[src/rtl/inbus_read_ctrl.sv]
// Input-bus read master: issues a one-cycle read strobe, waits the device latency,
// then returns the OR-merged peripheral byte to the core with a collision flag.
module inbus_read_ctrl #(
   parameter int unsigned NDEV       = 4,
   parameter int unsigned RD_LATENCY = 1
) (
   input  logic                clk,
   input  logic                rst,
   input  logic                rd_req,
   input  logic [7:0]          rd_addr,
   output logic                rd_ready,
   output logic                rd_valid,
   output logic [7:0]          rd_data,
   output logic                rd_err,
   output logic [7:0]          INBUS_ADDR,
   output logic                INBUS_RE,
   input  logic [8*NDEV-1:0]   INBUS_DATA_ALL
);

   localparam int unsigned DATA_W = 8;
   localparam int unsigned CNT_W  = 4;
   localparam logic [CNT_W-1:0] CNT_LOAD = CNT_W'(RD_LATENCY - 1);

   typedef enum logic [1:0] {
      ST_IDLE,
      ST_STROBE,
      ST_WAIT,
      ST_DONE
   } state_t;

   state_t              state_q, state_d;
   logic [CNT_W-1:0]    cnt_q, cnt_d;
   logic                re_d;
   logic [DATA_W-1:0]   addr_d;
   logic                valid_d;
   logic [DATA_W-1:0]   data_d;
   logic                err_d;
   logic [DATA_W-1:0]   merged;
   logic                nz_seen;
   logic                multi_nz;

   // OR-merge of all device buses plus a population check for >=2 non-zero buses
   always_comb begin
      merged   = '0;
      nz_seen  = 1'b0;
      multi_nz = 1'b0;
      for (int unsigned k = 0; k < NDEV; k++) begin
         merged = merged | INBUS_DATA_ALL[DATA_W*k +: DATA_W];
         if (INBUS_DATA_ALL[DATA_W*k +: DATA_W] != '0) begin
            if (nz_seen) multi_nz = 1'b1;
            nz_seen = 1'b1;
         end
      end
   end

   assign rd_ready = !rst && ((state_q == ST_IDLE) || (state_q == ST_DONE));

   // Next-state and next-value logic for every registered output
   always_comb begin
      state_d = state_q;
      cnt_d   = cnt_q;
      re_d    = 1'b0;
      addr_d  = '0;
      valid_d = 1'b0;
      data_d  = rd_data;
      err_d   = rd_err;
      case (state_q)
         ST_IDLE: begin
            if (rd_req) begin
               state_d = ST_STROBE;
               re_d    = 1'b1;
               addr_d  = rd_addr;
            end
         end
         ST_STROBE: begin
            cnt_d   = CNT_LOAD;
            state_d = ST_WAIT;
         end
         ST_WAIT: begin
            if (cnt_q == '0) begin
               data_d  = merged;
               err_d   = multi_nz;
               valid_d = 1'b1;
               state_d = ST_DONE;
            end else begin
               cnt_d = cnt_q - CNT_W'(1);
            end
         end
         ST_DONE: begin
            if (rd_req) begin
               state_d = ST_STROBE;
               re_d    = 1'b1;
               addr_d  = rd_addr;
            end else begin
               state_d = ST_IDLE;
            end
         end
         default: state_d = ST_IDLE;
      endcase
   end

   // Reset abandons any in-flight read and clears every output
   always_ff @(posedge clk) begin
      if (rst) begin
         state_q    <= ST_IDLE;
         cnt_q      <= '0;
         INBUS_RE   <= 1'b0;
         INBUS_ADDR <= '0;
         rd_valid   <= 1'b0;
         rd_data    <= '0;
         rd_err     <= 1'b0;
      end else begin
         state_q    <= state_d;
         cnt_q      <= cnt_d;
         INBUS_RE   <= re_d;
         INBUS_ADDR <= addr_d;
         rd_valid   <= valid_d;
         rd_data    <= data_d;
         rd_err     <= err_d;
      end
   end

endmodule
[config.mk]
export PLATFORM = sky130hd
export DESIGN_NAME = inbus_read_ctrl
export DESIGN_NICKNAME = d
export VERILOG_FILES = /design/src/rtl/inbus_read_ctrl.sv
export SDC_FILE = /design/constraint.sdc
export NUM_CORES = 1
export LEC_CHECK = 0
export ABC_AREA = 1
export CAP_MARGIN = 0
export CORE_ASPECT_RATIO = 0.6
export CORE_MARGIN = 4
export CORE_UTILIZATION = 42
export DETAILED_ROUTE_END_ITERATION = 16
export PLACE_DENSITY = 0.84
export RECOVER_POWER = 25
export SLEW_MARGIN = 20
export SYNTH_ARGS = -nofsm -noshare
export SYNTH_HDL_FRONTEND = slang
export SYNTH_SLANG_ARGS = --single-unit
[constraint.sdc]
create_clock -name clk -period 3.4 [get_ports clk]
set_clock_uncertainty 0.05 [all_clocks]
set_input_delay 0.68 -clock clk [delete_from_list [all_inputs] [get_ports clk]]
set_output_delay 0.68 -clock clk [all_outputs]
set_load 0.01 [all_outputs]
### Yosys cells after proc, flatten, opt, wreduce, memory -nomap -nowiden

Index checks and enable logic that the tools add are counted.

* register bits after elaboration: 25
* input port bits: 43

* add/subtract/negate cells: 1
* eq/ne operators: 6
* multiplexer cells: 17
* bitwise gates (word level): 6
* reduce and logical (&&, ||, !) cells: 17

Operator list (number)
* $reduce_bool 8->1: 4
* $or 8x8->8: 3
* $mux 1: 12
* $pmux 2 s4: 1
* $pmux 4 s2: 1
* $ne 2x2->1 const B: 3
* $reduce_and 2->1: 3
* $reduce_or 2->1: 3
* $eq 2x2->1 const B: 2
* $logic_not 4->1: 1
* $mux 2: 2
* $mux 4: 1
* $sub 4x1->4 const B: 1
* $not 1->1: 3
* $reduce_or 3->1: 1
* $eq 2x1->1 const B: 1
* $logic_not 2->1: 1
* $reduce_bool 2->1: 1
* $logic_and 1x1->1: 1
* $logic_not 1->1: 1
* $logic_or 1x1->1: 1

### Logic depth before layout (Yosys ltp)

* depth after elaboration: 8
* gate-level depth with buffers: 8
* gate-level depth less buffers: 8

### Worst setup path before layout

OpenSTA, ideal clock, no wires.

* kind: in2out
* from: in rst
* to: out rd_ready
* arrival time: 1.013 ns
* required time: 2.670 ns
* path slack: 1.657 ns
* cell stages on the path: 2
* buffers on the path: 1
* cell sequence: buf_4 > nor2_1

* cells in the longest elaborated chain, start to end: 2

Ends and longest elaborated chain
* start, declared: RTL line 8 `input logic rst,`
* $logic_not 1->1: RTL line 56 `assign rd_ready = !rst && ((state_q == ST_IDLE) || (state_q == ST_DONE));`
* $logic_and 1x1->1: RTL line 56
* end, declared: RTL line 11 `output logic rd_ready,`

Every way passes these cells.

### Worst setup path after layout

Ends and elaborated chain as after synthesis.

==> impl_summary.log <==
[metrics] status: finished, final reports clean
[metrics] height of the chip: just over 50 um
[metrics] CTS Sinks: 25
[metrics] endpoint kind of the worst setup timing path: primary output
[metrics] maximum number of buffers from clock root to sink: 2
[metrics] crit path buf inv count: 2
[metrics] share of the synthesized area in the top cell type: 40.0%
[metrics] highest clock rate: between 300 and 400 MHz
[metrics] placed cells: ~270
[metrics] count of final max-slew check failures: 0
[metrics] worst-path maximum fanout: 2
[metrics] delay-heaviest family, CP: buffers and inverters
[metrics] required time of the critical path: between 2 and 3 ns
[metrics] post-synthesis cell type with the largest combined area: sky130_fd_sc_hd__dfxtp_1
[metrics] flops & latches, synth: 25
[metrics] H-Tree Depth: 1
[metrics] slowest stage cell on the critical path: sky130_fd_sc_hd__clkdlybuf4s50_1
[metrics] CTS Root Buffer Type: sky130_fd_sc_hd__clkbuf_8
[metrics] Distinct cells, synth: 24
[metrics] clock slew at reported path FFs: roughly 0.080 ns
[metrics] fraction of the core area covered by cells at the end of the flow: about two thirds
[metrics] Worst EP arrival: between 1.5 and 2 ns
[metrics] CTS tree: done
[metrics] number of buffers added by the clock tree synthesis step: 3
[metrics] post-CTS setup buffer count: 0
[metrics] crit path setup slack, layout: 0.813 ns
[metrics] remaining design rule violation count: 0
[metrics] ys flop type: sky130_fd_sc_hd__dfxtp_1
[metrics] length of the first detailed-routing pass in iterations: 4
[metrics] later-pin clock latency in the skew report: 0.27 ns
[metrics] initial core utilization: between 40% and 50%
[metrics] Post-Synthesis Cell Area: around 0.0013 mm2
[metrics] number of maximum-capacitance violations: 0
[metrics] leakage power figure: around 0.86 nW
[metrics] wire length of the first global-routing pass: ~5300 um
[metrics] cells taking the most area after synthesis: sky130_fd_sc_hd__dfxtp_1, sky130_fd_sc_hd__inv_1, sky130_fd_sc_hd__nand2_1, sky130_fd_sc_hd__nor2_1, sky130_fd_sc_hd__ha_1
[metrics] Core Rows: 15
[metrics] RSZ-0062 raised after global routing: no
[metrics] delay of the slowest cell on the worst path: between 0.5 and 0.6 ns
[metrics] Top Ports: 63
[metrics] count of flip-flops with a built-in enable after synthesis: 0
[metrics] number of global-route vias before repair: approximately 1200
[metrics] critical path launch point: rst
[metrics] critical path launch point type: primary input
[metrics] synthesized netlist net count: 220
[metrics] number of resized instances in the post-cts repair step: 0
[metrics] via-per-instance ratio: 4.52
[metrics] global-route usage over all layers: 17.3%
[metrics] full die area: between 0.003 and 0.004 mm2
[metrics] routed vias: 1251
[metrics] Avg WL per Cell: 11.6 um
[metrics] Critical Path, Cell by Cell: clkdlybuf4s50_1 > nor2_1 > clkdlybuf4s50_1
[metrics] final layout net count: about 290
[metrics] Rel. slew slack: 70.2%
[metrics] number of diodes: 0
[metrics] startpoint of the tightest hold check path: rd_err
[metrics] detailed-placement wirelength estimate: approximately 2700 um
[metrics] Worst IR Drop VDD: roughly 240 uV
[metrics] post-synthesis instance total: 170
[metrics] Synth warnings: 0
[metrics] count of buffers from port buffering: 62
[metrics] fraction of layout cells with a size suffix above 1: under 10%
[metrics] class of the most critical setup path: primary input to primary output
[metrics] beginning of the worst register-to-register path: state_q[0]
[metrics] Iter 0 DRT Violations: 49
[metrics] antenna violations before repair: 0
[metrics] fraction of registers with async set or reset after synthesis: 0%
[metrics] Post-Synthesis Mean Instance Area: around 7.4 um2
[metrics] core area: about 0.0029 mm2
[metrics] die outline width: between 70 and 80 um
[metrics] power density over the cells: between 500 and 600 mW/mm2
[metrics] Power, Total: 1.01 mW
[metrics] largest net degree at the start of global routing: 18
[metrics] Period minus WS final: between 2 and 3 ns
[metrics] Area Overhead vs Synth: 55.4%
[metrics] worst hold path class: flop to flop
[metrics] number of hold buffers added after cts: 0
[metrics] final count of negative-setup-slack endpoints: 0
[metrics] ANT nets after route: 0
[metrics] Final Hold Vio Count: 0
[metrics] final critical-path share of the clock period: about 76%
[metrics] Most common cell on crit path: sky130_fd_sc_hd__clkdlybuf4s50_1
[metrics] final std cells w/o fill: roughly 280
[metrics] global route overflow: 0
[metrics] worst slack at placement: around 0.83 ns
[metrics] final WL: 3220 um
[metrics] Slew @ Worst Pin: 0.442 ns
[metrics] register area share after synthesis: between 30% and 40%
[metrics] Final TNS setup: 0 ns
[metrics] GP Congestion: 0.782
-- logic make-up (layout without fill, tap and decap cells) --
| kind of cell | Yosys count | in the layout | synth area share [%] |
|---|---|---|---|
| AO/OA/AOI/OAI | 28 | 28 | 13.6 |
| XOR/XNOR | 2 | 2 | 1.40 |
| adder cells (fa/ha/maj) | 7 | 7 | 6.99 |
| buffers and inverters | 40 | 105 | 14.0 |
| flip-flops | 25 | 25 | 40.0 |
| AND/OR/NAND/NOR | 68 | 68 | 24.1 |
-- sequential cells by signal, summed over array words and instances, names as in the netlist --
register,count
state_q,2
rd_valid,1
rd_err,1
rd_data,8
INBUS_ADDR,8
INBUS_RE,1
cnt_q,4
-- power by group --
part | total [mW] | leakage (nW) | switching (mW) | internal (mW)
combinational | 0.432 | 0.633 | 0.205 | 0.227
clock | 0.176 | 0.0228 | 0.0925 | 0.0839
sequential | 0.403 | 0.205 | 0.0367 | 0.366
total | 1.01 | 0.860 | 0.334 | 0.677
-- layout make-up --
cell class              instances  area [um2]
fillers                       260         906
repair buffers                 63         624
multi-input cells             105         577
flip-flops and latches         25         500
inverters                      38         148
well taps                      42        52.6
clock buffers                   4        45.0
-- synth_stat cells, types with 2 or more instances --
cell type,n
sky130_fd_sc_hd__a21oi_1,5
sky130_fd_sc_hd__a31oi_1,7
sky130_fd_sc_hd__dfxtp_1,25
sky130_fd_sc_hd__ha_1,7
sky130_fd_sc_hd__inv_1,37
sky130_fd_sc_hd__nand2_1,27
sky130_fd_sc_hd__nor2_1,26
sky130_fd_sc_hd__nor3_1,9
sky130_fd_sc_hd__o21ai_0,10
sky130_fd_sc_hd__o21ai_2,2
sky130_fd_sc_hd__xor2_1,2
-- stage by stage --
stage	area, um2	hold WS (ns)
2_1_floorplan	1250	0.401
3_3_place_gp	1910	0.420
3_5_place_dp	1910	0.419
4_1_cts	1950	0.432
5_1_grt	1950	0.475
6_report	1950	0.434
-- routing by layer --
layer  vias to the layer above  part of all wire, %  GRT usage, %  wire length, um
met2                        35                   42          25.6             1350
met1                       558                   51          24.6             1640
met4                         0                 0.31          3.49               10
met3                         2                  7.1          5.56              229
li1                        656                    -             -                -
met5                         -                    0             0                0
-- worst register-to-register path, cell delays in order (launching register included) --
cell                       delay, ns
sky130_fd_sc_hd__dfxtp_1        0.37
sky130_fd_sc_hd__inv_1          0.13
sky130_fd_sc_hd__ha_1           0.28
sky130_fd_sc_hd__inv_1          0.08
sky130_fd_sc_hd__o21ai_0        0.39
sky130_fd_sc_hd__o21bai_1       0.18
sky130_fd_sc_hd__a21oi_1        0.07
-- cells in the final DEF (no fill, tap or decap) --
cell type / netlist / routed
sky130_fd_sc_hd__clkdlybuf4s50_1: 0 / 62
sky130_fd_sc_hd__inv_1: 37 / 37
sky130_fd_sc_hd__nand2_1: 27 / 27
sky130_fd_sc_hd__nor2_1: 26 / 26
sky130_fd_sc_hd__dfxtp_1: 25 / 25
sky130_fd_sc_hd__o21ai_0: 10 / 11
sky130_fd_sc_hd__nor3_1: 9 / 9
sky130_fd_sc_hd__a31oi_1: 7 / 7
sky130_fd_sc_hd__ha_1: 7 / 7
sky130_fd_sc_hd__a21oi_1: 5 / 5
sky130_fd_sc_hd__clkbuf_8: 0 / 3
sky130_fd_sc_hd__o21ai_2: 2 / 2
sky130_fd_sc_hd__xor2_1: 2 / 2
sky130_fd_sc_hd__clkbuf_1: 0 / 2
sky130_fd_sc_hd__nor3b_4: 1 / 1
sky130_fd_sc_hd__nand2_4: 1 / 1
sky130_fd_sc_hd__clkinv_4: 1 / 1
sky130_fd_sc_hd__a31oi_2: 1 / 1
sky130_fd_sc_hd__nand3_1: 1 / 1
sky130_fd_sc_hd__o21bai_1: 1 / 1
sky130_fd_sc_hd__and2_0: 0 / 1
sky130_fd_sc_hd__nand4_1: 1 / 1
sky130_fd_sc_hd__nand3_2: 1 / 1
sky130_fd_sc_hd__a21oi_2: 1 / 1
-- path summary, 6_finish.rpt --
path              slack [ns]         end  depth (start not counted)
setup / recovery        0.81    rd_ready                          3
hold / removal          0.43      rd_err                          2
setup reg to reg        1.73  state_q[0]                          6
hold reg to reg         0.43      rd_err                          2
No activity file was read; power rests on OpenSTA's default activity.
